==> src/rtl/pll_clkdiv_ctrl_pkg.sv <==
`default_nettype none
// ============================================================================
// Module      : pll_clkdiv_ctrl_pkg
// Description : Shared state encoding and ratio constants for the PLL clock
//               divider controller and its counter.
// Revision    : 1.0 - initial release
// ============================================================================
package pll_clkdiv_ctrl_pkg;

  // Controller states; encoding is fixed so it can be probed externally.
  typedef enum logic [1:0] {
    IDLE  = 2'd0,
    RUN   = 2'd1,
    DRAIN = 2'd2
  } state_t;

  // Ratios at or below this value pass the clock straight through (bypass).
  localparam int C_BYPASS_MAX = 1;

endpackage
`default_nettype wire

==> src/rtl/pll_div_counter.sv <==
`default_nettype none
// ============================================================================
// Module      : pll_div_counter
// Description : Modulo-N period counter. Flags the last cycle of a divided
//               period and pre-computes the high-phase compare for the next
//               cycle so the top can register clk_div without extra latency.
// Revision    : 1.0 - initial release
// ============================================================================
module pll_div_counter
  import pll_clkdiv_ctrl_pkg::*;
#(
  parameter int DIV_W = 5
) (
  input  logic             clock,
  input  logic             resetb,
  input  logic             run,        // controller is in RUN or DRAIN
  input  logic [DIV_W-1:0] ratio,      // ratio in force this cycle
  input  logic [DIV_W-1:0] ratio_nxt,  // ratio in force next cycle
  output logic [DIV_W-1:0] cnt_nxt,
  output logic             terminal,   // last cycle of the current period
  output logic             high_nxt    // next cycle lies in the high phase
);

  logic [DIV_W-1:0] r_cnt;
  logic             w_bypassed;

  // Bypassed ratios make every cycle a period boundary.
  always_comb begin
    w_bypassed = (ratio <= DIV_W'(C_BYPASS_MAX));
    terminal   = w_bypassed || (r_cnt == (ratio - DIV_W'(1)));
    if (!run || terminal) begin
      cnt_nxt = '0;
    end else begin
      cnt_nxt = r_cnt + DIV_W'(1);
    end
    // Next period may use a freshly loaded ratio, so compare against it.
    high_nxt = (cnt_nxt < (ratio_nxt >> 1));
  end

  // Period count register.
  always_ff @(posedge clock or negedge resetb) begin
    if (!resetb) begin
      r_cnt <= '0;
    end else begin
      r_cnt <= cnt_nxt;
    end
  end

endmodule
`default_nettype wire

==> src/rtl/pll_clkdiv_ctrl.sv <==
`default_nettype none
// ============================================================================
// Module      : pll_clkdiv_ctrl
// Description : Divides the PLL output phase into a registered core clock and
//               a first-cycle clock-enable strobe. Ratio changes arrive over a
//               req/ack handshake and take effect only at period boundaries.
// Revision    : 1.0 - initial release
// ============================================================================
module pll_clkdiv_ctrl
  import pll_clkdiv_ctrl_pkg::*;
#(
  parameter int DIV_W     = 5,
  parameter int RST_RATIO = 2
) (
  input  logic             clock,
  input  logic             resetb,
  input  logic             enable,
  input  logic [DIV_W-1:0] cfg_ratio,
  input  logic             cfg_req,
  output logic             cfg_ack,
  output logic             clk_div,
  output logic             clk_en,
  output logic             bypass,
  output logic             active
);

  localparam logic [DIV_W-1:0] C_RST_RATIO  = DIV_W'(RST_RATIO);
  localparam logic             C_RST_BYPASS = (RST_RATIO <= C_BYPASS_MAX);

  state_t           r_state;
  state_t           w_state_nxt;
  logic [DIV_W-1:0] r_ratio;
  logic [DIV_W-1:0] w_ratio_nxt;
  logic [DIV_W-1:0] w_cnt_nxt;
  logic             w_terminal;
  logic             w_high_nxt;
  logic             w_running;
  logic             w_boundary;
  logic             w_take;
  logic             w_active_nxt;

  pll_div_counter #(
    .DIV_W (DIV_W)
  ) u_counter (
    .clock     (clock),
    .resetb    (resetb),
    .run       (w_running),
    .ratio     (r_ratio),
    .ratio_nxt (w_ratio_nxt),
    .cnt_nxt   (w_cnt_nxt),
    .terminal  (w_terminal),
    .high_nxt  (w_high_nxt)
  );

  // Handshake and next-state decode. A request still high during its own
  // ack cycle is the old request, so it is masked by the registered ack.
  always_comb begin
    w_running   = (r_state != IDLE);
    w_boundary  = w_running && w_terminal;
    w_take      = cfg_req && !cfg_ack && (!w_running || w_boundary);
    w_ratio_nxt = w_take ? cfg_ratio : r_ratio;
    w_state_nxt = IDLE;
    case (r_state)
      IDLE:        w_state_nxt = enable ? RUN : IDLE;
      RUN, DRAIN: begin
        if (enable) begin
          w_state_nxt = RUN;
        end else if (w_boundary) begin
          w_state_nxt = IDLE;
        end else begin
          w_state_nxt = DRAIN;
        end
      end
      default:     w_state_nxt = IDLE;
    endcase
    w_active_nxt = (w_state_nxt != IDLE);
  end

  // FSM state, active ratio and all registered outputs, derived from the
  // next-cycle values so outputs line up with the cycle they describe.
  always_ff @(posedge clock or negedge resetb) begin
    if (!resetb) begin
      r_state <= IDLE;
      r_ratio <= C_RST_RATIO;
      cfg_ack <= 1'b0;
      clk_div <= 1'b0;
      clk_en  <= 1'b0;
      bypass  <= C_RST_BYPASS;
      active  <= 1'b0;
    end else begin
      r_state <= w_state_nxt;
      r_ratio <= w_ratio_nxt;
      cfg_ack <= w_take;
      clk_div <= w_active_nxt && w_high_nxt;
      clk_en  <= w_active_nxt && (w_cnt_nxt == '0);
      bypass  <= (w_ratio_nxt <= DIV_W'(C_BYPASS_MAX));
      active  <= w_active_nxt;
    end
  end

endmodule
`default_nettype wire
==> config.mk <==
export PLATFORM = sky130hd
export DESIGN_NAME = pll_clkdiv_ctrl
export DESIGN_NICKNAME = d
export VERILOG_FILES = /design/src/rtl/pll_clkdiv_ctrl_pkg.sv /design/src/rtl/pll_div_counter.sv /design/src/rtl/pll_clkdiv_ctrl.sv
export SDC_FILE = /design/constraint.sdc
export NUM_CORES = 1
export LEC_CHECK = 0
export CORE_MARGIN = 10
export CORE_UTILIZATION = 58
export DETAILED_ROUTE_END_ITERATION = 10
export GPL_TIMING_DRIVEN = 1
export HOLD_SLACK_MARGIN = 0.02
export PLACE_DENSITY = 0.92
export SETUP_SLACK_MARGIN = 0.02
export SLEW_MARGIN = 10
export SYNTH_ARGS = -nofsm -noshare
export SYNTH_HDL_FRONTEND = slang
export SYNTH_SLANG_ARGS = --single-unit
==> constraint.sdc <==
create_clock -name clock -period 6.99 [get_ports clock]
set_input_delay 0.699 -clock clock [delete_from_list [all_inputs] [get_ports clock]]
set_output_delay 0.699 -clock clock [all_outputs]
set_load 0.01 [all_outputs]
==> summary.md <==
| Metric | Value |
|---|---|
| Post-synth ARST share | `1.000` |
| Die area | `4113 um^2` |
| R2R Path Start | `r_ratio[1]` |
| Post-synth EDFFs | `0` |
| Status | `complete, no violations` |
| Worst Skew | `~0.0082 ns` |
| Routed vias/inst | `between 5 and 6` |
| H-tree Lvls | `1` |
| Data arrival, critical path | `approximately 3.4 ns` |
| Final hold violation count | `0` |
| Most frequent cell after synthesis | `dfrtp_1` |
| Synth top area share | `0.3544` |
| CP required | `7.19 ns` |
| RSZ-0062 raised after global routing | `no` |
| Top cells by count, synth | `dfrtp_1 (16), nor2_1 (10), ha_1 (8)` |
| P_leak | `0.5571 nW` |
| Post-DP Area | `around 1200 um^2` |
| Total GRT Usage | `0.1145` |
| Share of layout cells above drive strength 1 | `0.1565` |
| Fmax | `0.3085 GHz` |
| Crit end category | `flop` |
| Vias in the first global route | `828` |
| Core Region | `1783 um^2` |
| Post-Syn Area | `1130 um^2` |
| Non-filler cells, final | `140` |
| R2r setup slk | `about 3.7 ns` |
| P_int | `0.3532 mW` |
| Kind of critical path | `flop to flop` |
| Post-route ant nets | `0` |
| Setup bufs post-CTS | `0` |
| Die Ht | `approximately 64 um` |
| Peak supply drop | `0.3148 mV` |
| Switching Share | `0.4157` |
| Final net count | `about 130` |
| Worst-margin pin slew | `approximately 0.75 ns` |
| R2R cell count | `12` |
| Clock-pin slew on the worst setup and hold paths | `0.10 ns` |
| CTS tree | `built` |
| Total wire length | `2241 um` |
| CTS Sinks | `17` |
| Area Overhead vs Synth | `13.07%` |
| Synthesized instance count | `102` |
| Worst skew pair latency | `0.30 ns` |
| Total CTS buffers | `3` |
| Routed wire length per instance | `around 16 um` |
| ANT cells | `0` |
| Port Buf Inserts | `13` |
| Layout Utilization | `0.7165` |
| Distinct cells, synth | `36` |
| NetSw | `0.2513 mW` |
| Die width | `64.14 um` |
| Largest net degree at the start of global routing | `18` |
| PwrDens | `473.2 nW/um^2` |
| Grt ovf | `0` |
| Synth warn | `0` |
| Crit Path Max Fanout | `10` |
| Final Cycle Share | `0.4637` |
| Resize count post-CTS | `0` |
| Clk pwr share | `0.088` |
| Vias post-DR | `784` |
| Top_reg_cell synth | `dfrtp_1` |
| R2r endpoint | `clk_div` |
| Max-cap violations | `0` |
| Placed insts | `136` |
| Initial antenna violation count | `0` |
| Mapped Nets | `119` |
| Setup TNS | `0 ns` |
| Sequential area share after synthesis | `0.3776` |
| Pre-Repair DR Iteration Count | `4` |
| Flop pwr share | `0.311` |
| Hold WC Path Type | `flop to flop` |
| Type of origin of the critical path | `flop` |
| Worst rel slew slack | `0.4990` |
| Residual DRC count | `0` |
| Clk root buf | `clkbuf_4` |
| Crit path time final | `approximately 3.2 ns` |
| Global-route wire length before repair | `3760 um` |
| Syn avg cell area | `between 10 and 15 um^2` |
| Synth area leaders | `dfrtp_1 (35%), ha_1 (8.9%), mux2_4 (8.0%)` |
| Design Area, Final | `1277 um^2` |
| Comb pwr share | `0.601` |
| Dominant cell type by area after synthesis | `dfrtp_1` |
| Initial Utilization | `0.6337` |
| Final-report max-slew violation count | `0` |
| Gpl congestion | `0.7999` |
| HP Start | `u_counter.r_cnt[0]` |
| Hold-fix buffers, CTS | `0` |
| Hold path cells | `1` |
| Clk buf depth | `2` |
| # IOs | `14` |
| Row count | `15` |
| Iteration-0 DRC Markers | `22` |
| FF+latch count, synth | `17` |
| Hold path endpoint | `u_counter.r_cnt[0]` |
| Dpl hpwl | `1751 um` |
| Final setup vio count | `0` |
| Fill cells | `127` |
[cell usage in the layout, fill, tap and decap left out, types with 4 or more instances in the layout]
cell type / count
dfrtp_1: 16
clkdlybuf4s50_1: 13
nor2_1: 10
ha_1: 8
xnor2_1: 6
mux2_4: 6
mux2i_1: 5
inv_1: 4
nor3_1: 4
[cells by family (layout without fill, tap and decap cells)]
| family | after synthesis | after routing | share of synthesized area |
|---|---|---|---|
| adder cells (fa/ha/maj) | 8 | 8 | 0.08860 |
| flip-flops | 17 | 17 | 0.3776 |
| multiplexers | 11 | 11 | 0.1240 |
| XOR/XNOR | 10 | 10 | 0.08417 |
| buffers and inverters | 8 | 21 | 0.04983 |
| AND/OR/NAND/NOR | 31 | 31 | 0.1484 |
| AO/OA/AOI/OAI | 17 | 17 | 0.1274 |
[layer usage]
metal | vias to the layer above | wire length, um | track usage
li1 | 385 | - | -
met2 | 17 | 1170 | 0.2002
met5 | - | 0 | 0
met1 | 378 | 921 | 0.1223
met3 | 4 | 89 | 0.02439
met4 | 0 | 59 | 0.07219
[power groups by stage]
stage | Combinational [mW] | Clock, mW | Sequential, mW
2_1_floorplan | 0.299 | 0 | 0.178
3_3_place_gp | 0.347 | 0 | 0.187
3_5_place_dp | 0.362 | 0 | 0.190
6_report | 0.363 | 0.0535 | 0.188
5_1_grt | 0.401 | 0.0573 | 0.196
4_1_cts | 0.367 | 0.0542 | 0.188
[registers in the layout, indices dropped and copies added (netlist names)]
| name | cells |
|---|---|
| r_ratio | 5 |
| u_counter.r_cnt | 5 |
| r_state | 2 |
| active | 1 |
| bypass | 1 |
| cfg_ack | 1 |
| clk_div | 1 |
| clk_en | 1 |
[per-stage QoR]
stage / hold WS, ns / worst slack [ns] / power [mW]
finish: 0.5791 / 3.749 / 0.6045
global route: 0.6329 / 3.525 / 0.6547
CTS: 0.5694 / 3.733 / 0.6091
detailed placement: 0.5532 / 3.748 / 0.5516
global placement: 0.5482 / 3.853 / 0.5338
floorplan: 0.4034 / 3.887 / 0.4777
[worst max-delay path, cell delays in order, from the launching register on]
cell and delay, ns:
dfstp_2 0.60, inv_1 0.08, ha_1 0.24, xnor2_1 0.15, o2bb2ai_1 0.16, a2111oi_4 0.46, or3_4 0.24, and2_4 0.25
mux2i_1 0.10, ha_1 0.31, nand2_1 0.07, o311a_1 0.32, o21a_1 0.16
[area by class of cell]
| class | instances | area [um^2] | share of cell area |
|---|---|---|---|
| Multi-Input combinational cell | 77 | 646.9 | 0.5064 |
| Sequential cell | 17 | 426.7 | 0.3340 |
| Timing Repair Buffer | 13 | 130.1 | 0.1019 |
| Tap cell | 25 | 31.28 | 0.02449 |
| Clock buffer | 3 | 22.52 | 0.01763 |
| Inverter | 4 | 15.01 | 0.01175 |
| Clock inverter | 1 | 5.005 | 0.003918 |
[how the worst max path moves through the flow]
stage	from	end	slack [ns]	cells past startpoint
after detailed placement	r_ratio[1]	clk_div	3.75	12
after global routing	r_ratio[1]	clk_div	3.52	13
final	r_ratio[1]	clk_div	3.75	12
after global placement	r_ratio[1]	clk_div	3.85	12
after CTS	r_ratio[1]	clk_div	3.73	12
after floorplan	r_ratio[1]	clk_div	3.89	13
(Power assumes the default switching activity.)
